`src/rtl/cache_line_fill_engine_pkg.sv`:
```
// rtl/cache_line_fill_engine_pkg.sv - package cache_pkg: fill FSM states, default parameters, width helpers
package cache_pkg;

   localparam int DEF_ADDR_W     = 32;
   localparam int DEF_DATA_W     = 32;
   localparam int DEF_LINE_WORDS = 8;
   localparam int DEF_INDEX_W    = 9;

   typedef enum logic [2:0] {
      IDLE,
      WR_THRU,
      RD_REQ,
      RD_WAIT,
      UPDATE
   } fill_state_t;

   function automatic int off_w(input int line_words);
      return $clog2(line_words);
   endfunction

   // Tag sits above index, word offset and the two byte-offset bits.
   function automatic int tag_w(input int addr_w, input int index_w, input int line_words);
      return addr_w - index_w - $clog2(line_words) - 2;
   endfunction

endpackage

```
`src/rtl/cache_line_fill_engine_if.sv`:
```
// rtl/cache_line_fill_engine_if.sv - miss request port and L2 request/response bus of the fill engine
interface cache_line_fill_engine_if import cache_pkg::*; #(
   parameter int ADDR_W = DEF_ADDR_W,
   parameter int DATA_W = DEF_DATA_W
);
   logic              miss_valid;
   logic              miss_ready;
   logic              miss_is_wr;
   logic [ADDR_W-1:0] miss_addr;
   logic [DATA_W-1:0] miss_wdata;
   logic              l2_req_valid;
   logic              l2_req_ready;
   logic              l2_req_we;
   logic [ADDR_W-1:0] l2_req_addr;
   logic [DATA_W-1:0] l2_req_wdata;
   logic              l2_rsp_valid;
   logic [DATA_W-1:0] l2_rsp_data;

   modport master (
      input  miss_valid, miss_is_wr, miss_addr, miss_wdata,
      input  l2_req_ready, l2_rsp_valid, l2_rsp_data,
      output miss_ready, l2_req_valid, l2_req_we, l2_req_addr, l2_req_wdata
   );

   modport slave (
      output miss_valid, miss_is_wr, miss_addr, miss_wdata,
      output l2_req_ready, l2_rsp_valid, l2_rsp_data,
      input  miss_ready, l2_req_valid, l2_req_we, l2_req_addr, l2_req_wdata
   );

endinterface

```
`src/rtl/cache_line_fill_engine_buf.sv`:
```
// rtl/cache_line_fill_engine_buf.sv - cache_line_buf: line buffer that merges the store word over L2 data
module cache_line_buf import cache_pkg::*; #(
   parameter  int DATA_W     = DEF_DATA_W,
   parameter  int LINE_WORDS = DEF_LINE_WORDS,
   localparam int OFF_W      = off_w(LINE_WORDS)
) (
   input  logic                         clk,
   input  logic                         rst_n,
   input  logic                         wr_en,
   input  logic [OFF_W-1:0]             wr_idx,
   input  logic [DATA_W-1:0]            rsp_data,
   input  logic                         merge_en,
   input  logic [OFF_W-1:0]             merge_idx,
   input  logic [DATA_W-1:0]            merge_data,
   output logic [LINE_WORDS*DATA_W-1:0] line
);
   logic [DATA_W-1:0] words [LINE_WORDS];

   // A store miss keeps its own word; the stale L2 copy of that slot is dropped.
   always_ff @(posedge clk) begin
      if (!rst_n) begin
         for (int i = 0; i < LINE_WORDS; i++) words[i] <= '0;
      end else if (wr_en) begin
         words[wr_idx] <= (merge_en && (wr_idx == merge_idx)) ? merge_data : rsp_data;
      end
   end

   for (genvar g = 0; g < LINE_WORDS; g++) begin : g_line
      assign line[g*DATA_W +: DATA_W] = words[g];
   end

endmodule

```
`src/rtl/cache_line_fill_engine.sv`:
```
// rtl/cache_line_fill_engine.sv - miss-driven L2 line fill FSM with write-through of store misses
// Define CACHE_FILL_CRITICAL_WORD_FIRST_EN to start each fill at the missed word and wrap.
module cache_line_fill_engine import cache_pkg::*; #(
   parameter  int ADDR_W     = DEF_ADDR_W,
   parameter  int DATA_W     = DEF_DATA_W,
   parameter  int LINE_WORDS = DEF_LINE_WORDS,
   parameter  int INDEX_W    = DEF_INDEX_W,
   localparam int OFF_W      = off_w(LINE_WORDS),
   localparam int TAG_W      = tag_w(ADDR_W, INDEX_W, LINE_WORDS)
) (
   input  logic                         clk,
   input  logic                         rst_n,
   cache_line_fill_engine_if.master     bus,
   output logic                         fill_valid,
   output logic [LINE_WORDS*DATA_W-1:0] fill_line,
   output logic [TAG_W:0]               fill_tag_vld,
   output logic                         busy
);
   fill_state_t       state, state_nxt;
   logic [ADDR_W-3:0] waddr_q;
   logic              is_wr_q;
   logic [DATA_W-1:0] wdata_q;
   logic [OFF_W-1:0]  cnt_q;
   logic [OFF_W-1:0]  done_q;
   logic              tag_vld_q;
   logic              capture;
   logic              rsp_take;
   logic              last_word;
   logic              unused_byte_bits;

   assign unused_byte_bits = ^bus.miss_addr[1:0];
   assign capture   = (state == IDLE) && bus.miss_valid;
   assign rsp_take  = (state == RD_WAIT) && bus.l2_rsp_valid;
   assign last_word = (done_q == OFF_W'(LINE_WORDS - 1));

   always_ff @(posedge clk) begin
      if (!rst_n) state <= IDLE;
      else        state <= state_nxt;
   end

   always_comb begin
      state_nxt        = state;
      bus.miss_ready   = 1'b0;
      bus.l2_req_valid = 1'b0;
      bus.l2_req_we    = 1'b0;
      bus.l2_req_addr  = '0;
      bus.l2_req_wdata = '0;
      case (state)
         IDLE: begin
            bus.miss_ready = 1'b1;
            if (bus.miss_valid) state_nxt = bus.miss_is_wr ? WR_THRU : RD_REQ;
         end
         WR_THRU: begin
            bus.l2_req_valid = 1'b1;
            bus.l2_req_we    = 1'b1;
            bus.l2_req_addr  = {2'b00, waddr_q};
            bus.l2_req_wdata = wdata_q;
            if (bus.l2_req_ready) state_nxt = RD_REQ;
         end
         RD_REQ: begin
            bus.l2_req_valid = 1'b1;
            bus.l2_req_addr  = {2'b00, waddr_q[ADDR_W-3:OFF_W], cnt_q};
            if (bus.l2_req_ready) state_nxt = RD_WAIT;
         end
         RD_WAIT: begin
            if (bus.l2_rsp_valid) state_nxt = last_word ? UPDATE : RD_REQ;
         end
         UPDATE:  state_nxt = IDLE;
         default: state_nxt = IDLE;
      endcase
   end

   // cnt_q addresses the slot, done_q counts words so a wrapped fill still ends after one line.
   always_ff @(posedge clk) begin
      if (!rst_n) begin
         waddr_q   <= '0;
         is_wr_q   <= 1'b0;
         wdata_q   <= '0;
         cnt_q     <= '0;
         done_q    <= '0;
         tag_vld_q <= 1'b0;
      end else if (capture) begin
         waddr_q   <= bus.miss_addr[ADDR_W-1:2];
         is_wr_q   <= bus.miss_is_wr;
         wdata_q   <= bus.miss_wdata;
         done_q    <= '0;
         tag_vld_q <= 1'b1;
`ifdef CACHE_FILL_CRITICAL_WORD_FIRST_EN
         cnt_q     <= bus.miss_addr[2 +: OFF_W];
`else
         cnt_q     <= '0;
`endif
      end else if (rsp_take) begin
         cnt_q  <= cnt_q + 1'b1;
         done_q <= done_q + 1'b1;
      end
   end

   cache_line_buf #(
      .DATA_W     (DATA_W),
      .LINE_WORDS (LINE_WORDS)
   ) u_line_buf (
      .clk        (clk),
      .rst_n      (rst_n),
      .wr_en      (rsp_take),
      .wr_idx     (cnt_q),
      .rsp_data   (bus.l2_rsp_data),
      .merge_en   (is_wr_q),
      .merge_idx  (waddr_q[OFF_W-1:0]),
      .merge_data (wdata_q),
      .line       (fill_line)
   );

   assign fill_valid   = (state == UPDATE);
   assign fill_tag_vld = {tag_vld_q, waddr_q[ADDR_W-3 -: TAG_W]};
   assign busy         = (state != IDLE);

endmodule

```
`src/flat_wrapper.sv`:
```
// flat-port wrapper written by rule: the top's interface ports become plain ports
module cache_line_fill_engine_flat import cache_pkg::*;
#(
   parameter  int ADDR_W     = DEF_ADDR_W,
   parameter  int DATA_W     = DEF_DATA_W,
   parameter  int LINE_WORDS = DEF_LINE_WORDS,
   parameter  int INDEX_W    = DEF_INDEX_W,
   localparam int OFF_W      = off_w(LINE_WORDS),
   localparam int TAG_W      = tag_w(ADDR_W, INDEX_W, LINE_WORDS)
)
  (clk, rst_n, fill_valid, fill_line, fill_tag_vld, busy, bus_miss_valid, bus_miss_is_wr, bus_miss_addr, bus_miss_wdata, bus_l2_req_ready, bus_l2_rsp_valid, bus_l2_rsp_data, bus_miss_ready, bus_l2_req_valid, bus_l2_req_we, bus_l2_req_addr, bus_l2_req_wdata);
  cache_line_fill_engine_if #(.ADDR_W(ADDR_W), .DATA_W(DATA_W)) bus_i ();
  input  logic clk;
  input  logic rst_n;
  output logic fill_valid;
  output logic [LINE_WORDS*DATA_W-1:0] fill_line;
  output logic [TAG_W:0] fill_tag_vld;
  output logic busy;
  input wire logic [$bits(bus_i.miss_valid)-1:0] bus_miss_valid;
  input wire logic [$bits(bus_i.miss_is_wr)-1:0] bus_miss_is_wr;
  input wire logic [$bits(bus_i.miss_addr)-1:0] bus_miss_addr;
  input wire logic [$bits(bus_i.miss_wdata)-1:0] bus_miss_wdata;
  input wire logic [$bits(bus_i.l2_req_ready)-1:0] bus_l2_req_ready;
  input wire logic [$bits(bus_i.l2_rsp_valid)-1:0] bus_l2_rsp_valid;
  input wire logic [$bits(bus_i.l2_rsp_data)-1:0] bus_l2_rsp_data;
  output wire logic [$bits(bus_i.miss_ready)-1:0] bus_miss_ready;
  output wire logic [$bits(bus_i.l2_req_valid)-1:0] bus_l2_req_valid;
  output wire logic [$bits(bus_i.l2_req_we)-1:0] bus_l2_req_we;
  output wire logic [$bits(bus_i.l2_req_addr)-1:0] bus_l2_req_addr;
  output wire logic [$bits(bus_i.l2_req_wdata)-1:0] bus_l2_req_wdata;
  assign bus_i.miss_valid = bus_miss_valid;
  assign bus_i.miss_is_wr = bus_miss_is_wr;
  assign bus_i.miss_addr = bus_miss_addr;
  assign bus_i.miss_wdata = bus_miss_wdata;
  assign bus_i.l2_req_ready = bus_l2_req_ready;
  assign bus_i.l2_rsp_valid = bus_l2_rsp_valid;
  assign bus_i.l2_rsp_data = bus_l2_rsp_data;
  assign bus_miss_ready = bus_i.miss_ready;
  assign bus_l2_req_valid = bus_i.l2_req_valid;
  assign bus_l2_req_we = bus_i.l2_req_we;
  assign bus_l2_req_addr = bus_i.l2_req_addr;
  assign bus_l2_req_wdata = bus_i.l2_req_wdata;
  cache_line_fill_engine #(.ADDR_W(ADDR_W), .DATA_W(DATA_W), .LINE_WORDS(LINE_WORDS), .INDEX_W(INDEX_W)) u_core (.clk(clk), .rst_n(rst_n), .bus(bus_i), .fill_valid(fill_valid), .fill_line(fill_line), .fill_tag_vld(fill_tag_vld), .busy(busy));
endmodule
```
`config.mk`:
```
export PLATFORM = sky130hd
export DESIGN_NAME = cache_line_fill_engine_flat
export DESIGN_NICKNAME = d
export VERILOG_FILES = /design/src/rtl/cache_line_fill_engine_pkg.sv /design/src/rtl/cache_line_fill_engine_if.sv /design/src/rtl/cache_line_fill_engine_buf.sv /design/src/rtl/cache_line_fill_engine.sv /design/src/flat_wrapper.sv
export SDC_FILE = /design/constraint.sdc
export NUM_CORES = 1
export LEC_CHECK = 0
export ABC_AREA = 1
export CAP_MARGIN = 10
export CORE_MARGIN = 3
export CORE_UTILIZATION = 40
export CTS_BUF_LIST = sky130_fd_sc_hd__clkbuf_4 sky130_fd_sc_hd__clkbuf_8
export DETAILED_ROUTE_END_ITERATION = 7
export PLACE_DENSITY = 0.79
export SYNTH_ARGS = -nofsm -noshare
export SYNTH_HDL_FRONTEND = slang
export SYNTH_SLANG_ARGS = --single-unit
```
`constraint.sdc`:
```
create_clock -name clk -period 8.2 [get_ports clk]
set_input_delay 2.46 -clock clk [delete_from_list [all_inputs] [get_ports clk]]
set_output_delay 2.46 -clock clk [all_outputs]
set_load 0.02 [all_outputs]
```
==> results of run 1 <==
## cell type report
cell class	instances	area, um^2	share of cell area
flip-flops and latches	329	9150	0.499
repair buffers	455	4530	0.247
multi-input cells	628	2730	0.149
clock buffers	65	826	0.0450
well taps	396	495	0.0270
inverters	111	417	0.0227
clock inverters	30	200	0.0109
## metrics by stage
step	total power [uW]	instance area, um^2	setup WS (ns)	utilization	std cells
final	4560	18400	3.02	0.592	2014
after floorplan	2690	12800	3.79	-	1149
after CTS	4580	18300	3.00	0.591	2013
after global routing	4750	18400	2.84	0.592	2014
after global placement	3180	17300	3.02	0.558	1918
after detailed placement	3210	17300	2.94	0.558	1918
## per-layer routing
metal | routed length (um) | up-vias | track usage
met5 | 0 | - | 0
met4 | 2000 | 0 | 0.106
met3 | 3970 | 115 | 0.0517
met2 | 19800 | 662 | 0.393
met1 | 14900 | 4810 | 0.275
li1 | - | 4611 | -
## Yosys cell counts
master / n
inv_2: 2
edfxtp_1: 256
conb_1: 1
buf_2: 17
dfxtp_1: 73
nand2_4: 5
nor2_1: 325
o21ai_0: 66
nand2_1: 104
o211ai_1: 2
nand2_2: 1
buf_1: 3
inv_1: 109
buf_6: 12
nor3_1: 3
nor2_4: 1
clkbuf_1: 28
nand3_1: 38
nor3_4: 2
a21oi_1: 69
or2_2: 1
o22ai_1: 3
nand3b_1: 1
buf_4: 21
nor2_2: 2
ha_1: 3
## critical path: cells and delay by family (launching register included)
family	cells	cell delay, ns
buf+inv	3	1.12
flops	1	0.37
simple gates	3	0.63
## cells by family after synthesis
| family | count (synthesis) | synth area share |
|---|---|---|
| AND/OR/NAND/NOR | 483 | 0.153 |
| flip-flops | 329 | 0.717 |
| buffers and inverters | 192 | 0.0714 |
| AO/OA/AOI/OAI | 140 | 0.0556 |
| adder cells (fa/ha/maj) | 3 | 0.00294 |
| other | 1 | 0.000294 |
## path summary, 6_finish.rpt
path | endpoint | slack [ns] | start
worst max-delay path | bus_l2_req_addr[23] | 3.02 | u_core.state[2]
worst max register to register | u_core.u_line_buf.words[1][8] | 5.34 | u_core.state[0]
worst min-delay path | u_core.waddr_q[9] | 0.46 | u_core.waddr_q[9]
worst min register to register | u_core.waddr_q[9] | 0.46 | u_core.waddr_q[9]
## report_power, final
part           internal [uW]  switching [uW]  total [uW]
Combinational            403             779        1180
Sequential              1940            57.6        2000
Clock                    729             647        1380
## flip-flops by register name, summed over array words and instances, names as in the netlist
register and cells:
u_core.tag_vld_q 1, u_core.state 3, u_core.wdata_q 32, u_core.cnt_q 3, u_core.is_wr_q 1, u_core.u_line_buf.words 256
u_core.done_q 3, u_core.waddr_q 30
==> run summary, run 1 <==
The count of unique library cells instantiated by Yosys is 26. The power per cell area came out at 248 nW/um^2. The final wirelength is just over 40 mm. The cell count after synthesis came out at roughly 1,100. The count of cells along the worst register-to-register path is 6. The nature of the critical path endpoint is a primary output. Once detailed placement completed, the half-perimeter wirelength came to 28.7 mm. The maximum buffer depth of the clock tree came out at 3. The total iterations of the first detailed-routing run is 6. The worst-skew pair later-pin latency is 0.58 ns.

The depth of the CTS H-tree is 2. In this run the worst hold path is classified as reg2reg. The number of antenna violations at the first check in global routing came out at 0. The most common cell after layout, fill and taps aside is clkdlybuf4s50_1. The vias after detailed routing is 10,200.

The number of buffers created by CTS came out at 54. The vertical die dimension came out at 185 um. The CTS clock-pin slew for the worst setup and hold paths is around 0.070 ns. The share of synthesized area in the top cell type comes to 0.603.

The Yosys step of the flow raised 0 warnings. The synthesized design spends more area on one cell type than any other, namely edfxtp_1. The number of gates resized after cts is 0.

For this run, design rule violations remaining after detail routing come to 0. The maximum number of pins on one net before global-route repair came out at 90. The depth of the worst hold-timing path is 2. The number of buffer cells added on primary ports is about 440. The transition at the pin with the smallest max-transition slack came out at 0.907 ns. The minimum hold slack is 0.459 ns.

The number of design-rule violations left by the first detailed-router iteration came out at 817. The area growth from synthesis to layout is 43.8%. The routed length per placed instance came out at 20.2 um.

The total of hold buffers inserted after clock tree synthesis is 0. Setup repair after global routing left no endpoint under its margin. The aggregate negative setup slack is 0 ns.

On the worst path, the slowest cell contributes a delay of 0.65 ns. The starting density of the core is 0.412. The horizontal die dimension is 185 um. The antenna violation net count after detailed routing is 0.

The signal on the critical path passes through inv_1 > nand3_1 > nand2_1 > inv_2 > nor2_1 > clkdlybuf4s50_1. The total inserted antenna cells is 0. The first-pass GRT wire length came out at 59.0 mm. The static leakage is 0.00703 uW.

The die covers between 30,000 and 40,000 um^2. The net count reported at finish came out at 1,684. The cell row count came out at 64. The data arrival time of the critical path is around 2.7 ns.

The placeable core region is around 31,000 um^2. STA classifies the critical path startpoint as a flip-flop. For the finished layout, the period the worst path requires is 5.18 ns.

The total number of clock tree sinks is 329. The worst setup path is of the reg2out kind. The number of top-level pins came out at 446.

The max-slew violation total from the final report came out at 0. The max-cap check violation count came out at 0. Across every metal layer, demand over resource in global routing totals 0.229. The sequential cell area fraction in the yosys report came out at 0.717. The cell sitting at the root of the clock tree is a clkbuf_8. The maximum clock frequency is 193 MHz. The synthesized design contains 329 register bits. Across the VDD grid, the largest voltage drop is 0.000205 V.

Of the available clock period, the critical path in the final layout requires 0.632. The required time reported for the critical path endpoint came out at 5.74 ns. The placer congestion estimate came out at 0.847.

The final count of hold timing violations is 0. The library cells used most frequently in the layout, excluding fill and tap cells, are 440 x clkdlybuf4s50_1, 324 x nor2_1, 256 x edfxtp_1. The number of global-route vias before repair is slightly above 10,000.

The ratio of cells with drive above 1 in the final layout came out at 0.0686. Dividing the detail-routed via count by the number of cells gives 5.06. The global route total overflow is 0. After synthesis, the cell types taking the most area are edfxtp_1 60%, dfxtp_1 11%, nor2_1 9.6%, inv_1 3.2%, nand2_1 3.1%. The CTS tree is done. The run finished with clean final reports. The largest fanout on the critical path is 28.

The normalized max-slew margin came out at 0.393. The slowest stage of the critical path is the clkdlybuf4s50_1 cell. Setup violations remaining at the end of the flow were counted as 0. The average cell area after synthesis is 11.1 um^2. The fill cell total of the finished layout is roughly 2,400. For the final database, setup skew stands at about 0.022 ns.

The number of buffers inserted by post-CTS setup repair is 0. The synthesized area came out at 12,800 um^2.
(Power assumes the default switching activity.)
==> inputs of run 2 (changes only) <==
--- a/config.mk
+++ b/config.mk
@@ -11,7 +11,7 @@
 export CORE_UTILIZATION = 40
 export CTS_BUF_LIST = sky130_fd_sc_hd__clkbuf_4 sky130_fd_sc_hd__clkbuf_8
 export DETAILED_ROUTE_END_ITERATION = 7
-export PLACE_DENSITY = 0.79
+export PLACE_DENSITY = 0.82
 export SYNTH_ARGS = -nofsm -noshare
 export SYNTH_HDL_FRONTEND = slang
 export SYNTH_SLANG_ARGS = --single-unit
==> constraint.sdc (replaced) <==
create_clock -name clk -period 4.7 [get_ports clk]
set_input_delay 1.41 -clock clk [delete_from_list [all_inputs] [get_ports clk]]
set_output_delay 1.41 -clock clk [all_outputs]
set_load 0.02 [all_outputs]
==> run 2 against run 1 <==
Combinational power increased by 74%. Design area increased by 0.39%. Clock-buffer cell count increased by 10. Critical path type unchanged. Highest routed layer unchanged. Clock skew decreased by 0.0038 ns.
==> run summary, run 2 (same netlist as run 1, synthesis figures left out) <==
The CTS clock-pin slew for the worst setup and hold paths came out at 0.06 ns (was 0.07 ns). The placeable core region is 31,000 um^2 (unchanged). The critical setup path kind is reg2out (unchanged). The number of antenna violations at the first check in global routing is 0 (unchanged). The number of buffers created by CTS was 53 (was 54). The worst vdd rail ir drop came to 0.000569 V (was 0.000205 V).

The normalized max-slew margin came out at 0.226 (was 0.393). The cell area after placement came out at 17,400 um^2 (was 17,300 um^2). The clock root buffer was clkbuf_8 (unchanged). The first-pass GRT wire length was 57.8 mm (was 59.0 mm). The data arrival time of the critical path is 2.64 ns (was 2.72 ns). The global routing usage summed across all routing layers came to 0.224 (was 0.229). The final wirelength was 39.7 mm (was 40.7 mm). The global route total overflow came out at 0 (unchanged).

The max-cap check violation count was 0 (unchanged). The starting density of the core is 0.412 (unchanged). The net count reported at finish is 1,687 (was 1,684). The routed length per placed instance was 19.7 um (was 20.2 um). The largest fanout on the critical path is 28 (unchanged).

The total buffers and inverters traversed by the critical path is 3 (unchanged). The antenna violation net count after detailed routing came out at 0 (unchanged). The final count of hold timing violations is 0 (unchanged). The path category of the worst min-delay check is reg2reg (unchanged). The power per cell area is 434 nW/um^2 (was 248 nW/um^2). The launch point of the critical path is u_core.state[2] (unchanged). The maximum number of pins on one net before global-route repair was 76 (was 90).

The most common cell after layout, fill and taps aside is clkdlybuf4s50_1 (unchanged). The total iterations of the first detailed-routing run came out at 5 (was 6). The maximum buffer depth of the clock tree is 3 (unchanged).

The worst-skew pair later-pin latency is 0.57 ns (was 0.58 ns). The depth of the CTS H-tree came out at 2 (unchanged). The estimated wirelength of the detail-placed design came to 28.2 mm (was 28.7 mm). The CTS tree is done (unchanged). The number of buffer cells added on primary ports came to 441 (unchanged). The static leakage came out at 0.00709 uW (was 0.00703 uW). The total number of clock tree sinks came out at 329 (unchanged). The total area of multi-input combinational cells is 2730 um^2 (about the same). The maximum clock frequency came out at 247 MHz. The vertical die dimension came out at 185 um (unchanged).

The number of global-route vias before repair came out at 9,725 (was 10,100). The worst setup skew after layout came out at 0.0186 ns (was 0.0224 ns). CP cell instances: inv_1 > nand3_1 > nand2_1 > inv_2 > nor2_1 > clkdlybuf4s50_1 (unchanged). The number of buffers inserted by post-CTS setup repair came out at 0 (unchanged).

The total of hold buffers inserted after clock tree synthesis came to 0 (unchanged). The critical-path cell with the highest stage delay is clkdlybuf4s50_1 (unchanged). The cell row count is 64 (unchanged). Most used cells in the layout excluding fill and tap cells: 440 x clkdlybuf4s50_1, 324 x nor2_1, 256 x edfxtp_1 (unchanged). The area of the die is 34,100 um^2 (unchanged). The DRC violations left came out at 0 (unchanged). In the finished design, the share of the clock period the worst path needs comes to 0.861. The fill cell total of the finished layout was 2,408 (was 2,443). The total area of sequential cells was 9150 um^2 (unchanged).

The number of design-rule violations left by the first detailed-router iteration is 1,101 (was 817). The transition at the pin with the smallest max-transition slack came to 1.16 ns (was 0.907 ns). The post-layout worst setup margin came out at 0.651 ns (was 3.02 ns). The vias after detailed routing was 10,100 (was 10,200). The average via count per standard cell was 5.01 (was 5.06). The post-layout instance area is 18,400 um^2 (about the same). The aggregate negative setup slack is 0 ns (unchanged). The startpoint of the lowest-slack hold path is u_core.waddr_q[11] (was u_core.waddr_q[9]). The minimum clock period came out at roughly 4.0 ns. The largest register by flop count is u_core.u_line_buf.words (unchanged). The total inserted antenna cells came out at 0 (unchanged). Unrepaired setup endpoints after global routing: false (unchanged). The worst reg2reg path startpoint was u_core.cnt_q[1] (was u_core.state[0]). The number of setup violations in the final report came out at 0 (unchanged). The nature of the critical path endpoint is a primary output (unchanged). The number of flip-flops in the largest register came to 256 (unchanged). The ratio of cells with drive above 1 in the final layout is 0.0753 (was 0.0686). The post-place setup slack is 0.863 ns (was 2.94 ns).

Largest registers: u_core.u_line_buf.words x256, u_core.wdata_q x32, u_core.waddr_q x30 (unchanged). The end-of-flow core utilization is 0.594 (was 0.592). The placer congestion estimate came out at 0.836 (was 0.847). The nature of the critical path startpoint is a flip-flop (unchanged).

The kind of cell adding the most delay to the critical path is buffers and inverters (unchanged). The largest incremental delay on the critical path is 0.64 ns (was 0.65 ns). The max-slew violation total from the final report is 0 (unchanged).

Status: complete, no violations (unchanged). The area growth from synthesis to layout came out at 44.4% (was 43.8%). The number of top-level pins came out at 446 (unchanged).

The horizontal die dimension came to 185 um (unchanged). The number of gates resized after cts came to 0 (unchanged). The required time reported for the critical path endpoint is 3.29 ns (was 5.74 ns).
==> run 2: cell count changes in the layout (fill, tap and decap cells not counted) <==
cell,previous run,this run
buf_16,1,0
nand2_2,6,5
clkinv_8,1,0
buf_4,13,16
inv_8,1,2
clkinvlp_4,3,0
clkbuf_4,11,18
clkbuf_8,54,57
buf_12,0,2
clkinv_1,20,11
nand2_1,99,100
inv_4,0,1
==> run 2: power by group <==
| group | switching, uW | internal (uW) | total (uW) |
|---|---|---|---|
| clock | 1090 | 1370 | 2470 |
| sequential | 106 | 3380 | 3490 |
| combinational | 1340 | 705 | 2050 |
==> run 2: final cells by class <==
type	count	share of cell area
clock inverter	19	0.00788
sequential	329	0.497
clock buffer	75	0.0499
tap	396	0.0269
timing repair buffer	459	0.248
multi-input combinational	628	0.148
inverter	111	0.0226
==> run 2: layer usage <==
layer | vias up | GRT usage | wire, um
met1 | 4699 | 0.282 | 14400
met2 | 692 | 0.369 | 18900
li1 | 4620 | - | -
met5 | - | 0 | 0
met4 | 0 | 0.100 | 1840
met3 | 102 | 0.0547 | 4540
==> run 2: worst min-delay path, cell delays in order (launching register included) <==
cell and delay (ns):
dfxtp_1 0.30, inv_1 0.06, a21oi_1 0.05
==> run 2: through the flow <==
stage / total power (uW) / instances / hold WS (ns)
after CTS: 8060 / 2017 / 0.457
final: 8000 / 2017 / 0.454
after global placement: 5550 / 1923 / 0.436
after global routing: 8360 / 2017 / 0.469
after floorplan: 4690 / 1149 / 0.422
after detailed placement: 5590 / 1923 / 0.448
==> run 2: worst paths after layout <==
| kind | end | slack [ns] | cells after the start |
|---|---|---|---|
| setup / recovery | bus_l2_req_addr[24] | 0.65 | 6 |
| hold / removal | u_core.waddr_q[11] | 0.45 | 2 |
| setup reg to reg | u_core.u_line_buf.words[0][18] | 1.84 | 7 |
| hold reg to reg | u_core.waddr_q[11] | 0.45 | 2 |
==> inputs of run 3 (changes only) <==
--- a/config.mk
+++ b/config.mk
@@ -7,11 +7,12 @@
 export LEC_CHECK = 0
 export ABC_AREA = 1
 export CAP_MARGIN = 10
+export CORE_ASPECT_RATIO = 0.5
 export CORE_MARGIN = 3
-export CORE_UTILIZATION = 40
+export CORE_UTILIZATION = 25
 export CTS_BUF_LIST = sky130_fd_sc_hd__clkbuf_4 sky130_fd_sc_hd__clkbuf_8
 export DETAILED_ROUTE_END_ITERATION = 7
-export PLACE_DENSITY = 0.82
+export PLACE_DENSITY = 0.58
 export SYNTH_ARGS = -nofsm -noshare
 export SYNTH_HDL_FRONTEND = slang
 export SYNTH_SLANG_ARGS = --single-unit
==> run 3 against run 2 <==
Clock power is 2% lower. Combinational power hardly changed. First-iteration DRC count is 28% lower. Final cell count is 14% higher. Register-to-register slack worse by 0.04 ns. Worst hold slack better by 0.00091 ns. Die area is 58% higher. Largest cell class unchanged. Critical path depth stayed put. Setup slack better by 0.039 ns. Utilization is 22 points lower. Clock skew is 0.022 ns higher.
==> run summary, run 3 (same netlist as run 1, synthesis figures left out) <==
Status: complete, no violations (unchanged). The fill cell total of the finished layout came out at 4,887 (was 2,408). The placer congestion estimate is 0.830 (was 0.836). The minimum clock period is 4.01 ns (was 4.05 ns).

The horizontal die dimension came out at 325 um (was 185 um). The number of buffers created by CTS is 51 (was 53). The total number of clock tree sinks came out at 329 (unchanged).

The total of hold buffers inserted after clock tree synthesis is 0 (unchanged). The end-of-flow core utilization is 0.378 (was 0.594). The power per cell area was 425 nW/um^2 (was 434 nW/um^2). The minimum hold slack is 0.455 ns (was 0.454 ns).

The share of total power in sequential cells is 0.436 (about the same). The vias after detailed routing is 9,787 (was 10,100). The most common cell after layout, fill and taps aside is clkdlybuf4s50_1 (unchanged). The number of flip-flops in the largest register is 256 (unchanged). The number of buffer cells added on primary ports is 441 (unchanged). The depth of the worst hold-timing path came out at 2 (unchanged).

The largest fanout on the critical path is 28 (unchanged). The non-filler instance count after layout came out at 2,301 (was 2,017). The global route total overflow is 0 (unchanged).

The antenna violation net count after detailed routing came to 0 (unchanged). The nature of the critical path endpoint is a primary output (unchanged). The worst setup skew after layout came out at 0.0407 ns (was 0.0186 ns). The normalized max-slew margin is 0.236 (was 0.226).

The max-cap check violation count is 0 (unchanged). The number of gates resized after cts was 0 (unchanged). The estimated wirelength of the detail-placed design was 33.2 mm (was 28.2 mm).

The number of top-level pins was 446 (unchanged). The CTS tree is done (unchanged). The number of design-rule violations left by the first detailed-router iteration came out at 798 (was 1,101). The number of global-route vias before repair is 9,517 (was 9,725). The worst vdd rail ir drop was 0.000194 V (was 0.000569 V). The aggregate negative setup slack is 0 ns (unchanged). The number of setup violations in the final report is 0 (unchanged). The final wirelength is 45.7 mm (was 39.7 mm). The path category of the worst min-delay check was reg2reg (unchanged). The placeable core region is 49,500 um^2 (was 31,000 um^2). The area growth from synthesis to layout is 46.7% (was 44.4%). The average via count per standard cell came out at 4.25 (was 5.01).

Most used cells in the layout excluding fill and tap cells: 440 x clkdlybuf4s50_1, 324 x nor2_1, 256 x edfxtp_1 (unchanged). The number of antenna violations at the first check in global routing came out at 3 (was 0). The clock root buffer is clkbuf_8 (unchanged). The fraction of power consumed by the clock network is 0.304 (was 0.308).

The internal power consumption is 5370 uW (was 5460 uW). The DRC violations left came out at 0 (unchanged). The starting density of the core came out at 0.258 (was 0.412). Largest registers: u_core.u_line_buf.words x256, u_core.wdata_q x32, u_core.waddr_q x30 (unchanged). The largest register by flop count is u_core.u_line_buf.words (unchanged). Unrepaired setup endpoints after global routing: false (unchanged). The depth of the CTS H-tree was 2 (unchanged). The maximum buffer depth of the clock tree is 3 (unchanged). The final count of hold timing violations was 0 (unchanged). The net count reported at finish came out at 1,690 (was 1,687). The area of the die came to 53,900 um^2 (was 34,100 um^2). The nature of the critical path startpoint is a flip-flop (unchanged). The maximum clock frequency came to 249 MHz (was 247 MHz). The transition at the pin with the smallest max-transition slack was 1.14 ns (was 1.16 ns). The net switching power is 2600 uW (was 2540 uW). The required time reported for the critical path endpoint is 3.29 ns (about the same).

The power share of the combinational group came to 0.261 (was 0.256). The first-pass GRT wire length is 65.7 mm (was 57.8 mm). The static leakage is 0.00707 uW (was 0.00709 uW).

The total power came to 7970 uW (was 8000 uW). The CTS clock-pin slew for the worst setup and hold paths was 0.06 ns (about the same). The count of placed standard cells including taps came out at 2,210 (was 1,923).

The maximum number of pins on one net before global-route repair came out at 76 (unchanged). The switching share of total power came out at 0.326 (was 0.317). The routed length per placed instance is 19.8 um (was 19.7 um). The cell row count was 57 (was 64).

The worst-skew pair later-pin latency is 0.60 ns (was 0.57 ns). The global routing usage summed across all routing layers came out at 0.164 (was 0.224). The ratio of cells with drive above 1 in the final layout is 0.0741 (was 0.0753). The vertical die dimension is 166 um (was 185 um). The critical setup path kind is reg2out (unchanged). The post-route fraction of the period consumed by the critical path was 0.853 (was 0.861). The data arrival time of the critical path came out at 2.60 ns (was 2.64 ns). The max-slew violation total from the final report was 0 (unchanged). The total iterations of the first detailed-routing run came out at 5 (unchanged).

The number of buffers inserted by post-CTS setup repair came out at 0 (unchanged). The count of cells along the worst register-to-register path is 9 (was 7).
## run 3: layout make-up
class / count / area, um^2 / share of cell area
Antenna cell: 3 / 7.51 / 0.000401
Inverter: 111 / 417 / 0.0223
Clock inverter: 14 / 103 / 0.00548
Multi-Input combinational cell: 628 / 2720 / 0.145
Tap cell: 678 / 848 / 0.0453
Sequential cell: 329 / 9150 / 0.489
Timing Repair Buffer: 464 / 4580 / 0.245
Clock buffer: 74 / 900 / 0.0480
## run 3: worst paths after layout
check / startpoint / to / slack, ns
max: u_core.state[2] / bus_l2_req_addr[12] / 0.69
max reg2reg: u_core.cnt_q[2] / u_core.u_line_buf.words[5][3] / 1.80
min: u_core.waddr_q[11] / u_core.waddr_q[11] / 0.45
min reg2reg: u_core.waddr_q[11] / u_core.waddr_q[11] / 0.45
## run 3: stage by stage
| stage | setup WS [ns] | instance area (um^2) |
|---|---|---|
| final | 0.690 | 18700 |
| after global routing | 0.436 | 18700 |
| after CTS | 0.587 | 18700 |
| after detailed placement | 0.841 | 17700 |
| after global placement | 0.850 | 17700 |
| after floorplan | 1.34 | 12800 |
## run 3: per-layer routing
layer,track usage,vias to the layer above,part of all wire
met5,0,-,0
met4,0.0786,0,0.048
met3,0.0298,97,0.047
met2,0.308,282,0.55
met1,0.179,4777,0.36
li1,-,4631,-
## run 3: critical path: stages (launching register included)
cell             delay, ns
dfxtp_1               0.42
inv_1                 0.18
nand3_1               0.18
nand2_1               0.12
inv_2                 0.45
nor2_1                0.11
clkdlybuf4s50_1       0.57
## run 3: power by group through the flow
stage	combinational, uW	clock, uW	sequential (uW)
floorplan	1050	0	3640
global placement	2100	0	3520
detailed placement	2100	0	3530
CTS	2110	2480	3470
global route	2240	2610	3490
finish	2080	2420	3470
==> edit 1, RTL diff (settings of run 3) <==
The package constant `DEF_DATA_W` goes from 32 to 48.
--- a/src/rtl/cache_line_fill_engine_pkg.sv
+++ b/src/rtl/cache_line_fill_engine_pkg.sv
@@ -3,5 +3,5 @@
 
    localparam int DEF_ADDR_W     = 32;
-   localparam int DEF_DATA_W     = 32;
+   localparam int DEF_DATA_W     = 48;
    localparam int DEF_LINE_WORDS = 8;
    localparam int DEF_INDEX_W    = 9;
Interface: changed (resized bus_l2_req_wdata, bus_l2_rsp_data, bus_miss_wdata and fill_line); port bits go from 446 to 622. No check against the original RTL was run, so the function may have changed too.
==> edit 1 against run 3 <==
  * Synthesized area grew 40%
  * Clock power grew 51%
  * Power grew 44%
  * Sequential power grew 43%
  * Maximum frequency shrank 7.4%
  * Design area grew 42%
  * Sequential cell count grew 144
  * Clock skew shrank 0.015 ns
  * Combinational power grew 36%
  * Die area grew 39%
  * Setup slack lost 0.32 ns
  * Wire length grew 62%
  * Critical path type unchanged
==> edit 1: results (changes against run 3) <==
| Metric | Value |
|---|---|
| Placer Congestion | 0.881 (+6.1%) |
| Fillers | 6876 (+41%) |
| Slew @ Worst Pin | 1.00 ns (-0.139 ns) |
| Diode count | 0 (-3) |
| Largest fanout on the critical path | 27 (-3.6%) |
| Seq/Total Area, Yosys | 74.4% (+2.6 points) |
| H-tree depth | 3 (+1) |
| Share of layout cells above drive strength 1 | 8.17% (+0.77 points) |
| CP peak stage delay | 0.65 ns (+0.08 ns) |
| Status | completed |
| Layout clock area frac | 5.75% (+0.40 points) |
| Initial antenna violation count | 0 (-3) |
| Pre-antenna DRT Iters | 6 (+1) |
| Cell depth of the worst flop-to-flop path | 8 (-1) |
| CTS resizes | 1 (+1) |
| Number of non-clock inverters in the layout | 146 (+32%) |
| CTS buffer count | 75 (+47%) |
| Clock buffer count | 113 (+53%) |
| Cells after Synth | 1575 (+37%) |
| DP Cell Count | 3060 (+38%) |
| Fin nets | 2329 (+38%) |
| Register Area | 13300 um2 (+46%) |
| EDFF count, synth | 384 (+50%) |
| Yosys cell types | 23 (-12%) |
| Skew-Pair Late Insertion Delay | 0.66 ns (+0.06 ns) |
| First-pass GRT wire length | 103000 um (+56%) |
| Number of DRC markers in iteration 0 | 1399 (+75%) |
| PortBufs | 617 (+40%) |
| Power Sequential | 0.00497 W (+43%) |
| WL per Instance | 23.2 um (+17%) |
| Final-layout non-clock buffer area share | 24.2% (-0.28 points) |
| Seq_cells | 473 (+44%) |
| Multi-input gate share of total cell area | 13.6% (-0.95 points) |
| Hpwl dp | 51200 um (+54%) |
| Synth top area cells | edfxtp_1 (64%), dfxtp_1 (10%), nor2_1 (9.8%), inv_1 (3.0%), nand2_1 (2.9%) |
| Met1 wire length | 27700 um (+70%) |
| Synth top cells by count | nor2_1 (468), edfxtp_1 (384), inv_1 (144) |
| Grt met2 use | 34.7% (+3.9 points) |
| VDD IR max | 0.000200 V (+3.2%) |
| Biggest regs | u_core.u_line_buf.words: 384 flops, u_core.wdata_q: 48 flops, u_core.waddr_q: 30 flops |
==> edit 1: per-stage QoR <==
step	utilization (%)	setup slack, ns	total power (W)	instance area (um2)
2_1_floorplan	-	0.815	0.00652	17900
3_3_place_gp	35.9	0.664	0.00783	25100
3_5_place_dp	35.9	0.623	0.00785	25100
4_1_cts	38.1	0.218	0.0115	26600
5_1_grt	38.1	0.171	0.0119	26600
6_report	38.1	0.370	0.0114	26600
==> edit 1: final timing paths <==
path,start,end,slack (ns)
max,u_core.state[2],bus_l2_req_addr[3],0.37
min,u_core.is_wr_q,u_core.is_wr_q,0.46
max reg2reg,u_core.cnt_q[1],u_core.u_line_buf.words[2][2],1.80
min reg2reg,u_core.is_wr_q,u_core.is_wr_q,0.46
==> edit 1: kinds of logic after synthesis <==
family          count (synthesis)  share of synthesized area, %
compound gates                176                          4.97
flops                         473                          74.4
other cells                     1                        0.0209
buf+inv                       255                          5.94
fa+ha+maj                       3                         0.210
simple gates                  667                          14.5
==> edit 2, RTL diff (settings of run 3) <==
Without the edit above. Make the reset (`rst_n`) asynchronous in 3 clocked blocks.
--- a/src/rtl/cache_line_fill_engine_buf.sv
+++ b/src/rtl/cache_line_fill_engine_buf.sv
@@ -18,5 +18,5 @@
 
    // A store miss keeps its own word; the stale L2 copy of that slot is dropped.
-   always_ff @(posedge clk) begin
+   always_ff @(posedge clk or negedge rst_n) begin
       if (!rst_n) begin
          for (int i = 0; i < LINE_WORDS; i++) words[i] <= '0;
--- a/src/rtl/cache_line_fill_engine.sv
+++ b/src/rtl/cache_line_fill_engine.sv
@@ -34,5 +34,5 @@
    assign last_word = (done_q == OFF_W'(LINE_WORDS - 1));
 
-   always_ff @(posedge clk) begin
+   always_ff @(posedge clk or negedge rst_n) begin
       if (!rst_n) state <= IDLE;
       else        state <= state_nxt;
@@ -72,5 +72,5 @@
 
    // cnt_q addresses the slot, done_q counts words so a wrapped fill still ends after one line.
-   always_ff @(posedge clk) begin
+   always_ff @(posedge clk or negedge rst_n) begin
       if (!rst_n) begin
          waddr_q   <= '0;
Function: differs if rst_n is asserted again (counterexample within 4 cycles, from zero or initial values and one cycle with rst_n low); with rst_n held inactive, the same outputs for 4 cycles.
==> edit 2 against run 3 <==
  * Maximum frequency grew 0.51%
  * Setup slack gained 0.021 ns
  * Critical path depth is the same
  * Count of clock-buffer cells in the layout grew 10
  * Design area grew 11%
  * Sequential cell count is the same
  * Synthesized area grew 15%
  * Wire length grew 27%
  * Critical path type unchanged
  * Highest routed layer unchanged
Power is not compared: it rests on default switching activity, and its combinational part moved more than twofold at a synthesized area within 25%.
==> edit 2: results (changes against run 3) <==
| Metric | Value |
|---|---|
| Yosys cell types | 27 (+3.8%) |
| M1 GR Usage | 20.9% (+2.9 points) |
| Headroom to the max-slew limit | 28.4% (+4.7 points) |
| Worst Hold Launch | u_core.tag_vld_q |
| RR Startpoint | u_core.cnt_q[1] |
| Via-to-Cell Ratio | 4.55 (+6.9%) |
| Initial antenna violation count | 6 (+3) |
| WHS | 0.464 ns (+0.00960 ns) |
| CTS buffer count | 53 (+3.9%) |
| R2r endpoint | u_core.u_line_buf.line[167] |
| Skew-Pair Late Insertion Delay | 0.62 ns (+0.02 ns) |
| DP Cell Count | 2779 (+26%) |
| Met3 usage | 2.08% (-0.90 points) |
| Skew final | 0.0290 ns (-0.0117 ns) |
| Wirelength, routed | 58000 um (+27%) |
| Number of DRC markers in iteration 0 | 1057 (+32%) |
| Pre-CTS setup slack | 1.01 ns (+0.170 ns) |
| Top FF cell, synth | dfrtp_1 |
| Fin nets | 2171 (+28%) |
| Hpwl dp | 40800 um (+23%) |
| Synth top cells by count | nand2_1 (605), dfrtp_1 (329), nand3_1 (266) |
| Hold endpoint | u_core.tag_vld_q |
| Largest net degree at the start of global routing | 99 (+30%) |
| Seq/Total Area, Yosys | 56.1% (-16 points) |
| Status | completed |
| DR vias | 13100 (+34%) |
[edit 2: cell count changes after synthesis, moves of 21 or more]
cell      change
dfrtp_1     +329
edfxtp_1    -256
dfxtp_1      -73
nor2_1      -260
a21oi_1      -67
nand3_4      +30
nand2_1     +501
nand3_1     +228
buf_4        +21
[edit 2: area by class of cell]
class	instances	area, um2
clock buffer	84	1070
tap	768	961
multi-input combinational	1093	5260
fill	5897	37000
antenna	6	15.0
timing repair buffer	467	4680
sequential	329	8230
inverter	122	458
clock inverter	8	75.1
[edit 2: logic make-up (layout without fill, tap and decap cells)]
| family | Yosys count | count (layout) | synth area share, % |
|---|---|---|---|
| and+or+nand+nor | 1014 | 1014 | 32.8 |
| other | 1 | 8 | 0.0255 |
| buffers and inverters | 220 | 681 | 8.22 |
| DFF | 329 | 329 | 56.1 |
| AOI/OAI and AO/OA | 74 | 74 | 2.60 |
| adders and majority gates | 3 | 3 | 0.256 |
[edit 2: worst max-delay path by stage]
| stage | from | to | slack [ns] | cells after the start |
|---|---|---|---|---|
| after floorplan | u_core.state[2] | bus_l2_req_addr[10] | 1.82 | 6 |
| after CTS | u_core.state[2] | bus_l2_req_addr[19] | 0.65 | 6 |
| final | u_core.state[2] | bus_l2_req_addr[19] | 0.71 | 6 |
| after global routing | u_core.state[2] | bus_l2_req_addr[19] | 0.52 | 6 |
| after detailed placement | bus_l2_rsp_valid | u_core.u_line_buf.line[217] | 1.01 | 9 |
| after global placement | bus_l2_rsp_valid | u_core.u_line_buf.line[214] | 1.01 | 9 |
[edit 2: power by group through the flow]
stage,Clock (W),Combinational (W),Sequential [W]
floorplan,0,0.00260,0.00479
global placement,0,0.00591,0.00416
detailed placement,0,0.00595,0.00418
CTS,0.00276,0.00597,0.00414
global route,0.00288,0.00630,0.00423
finish,0.00270,0.00591,0.00414
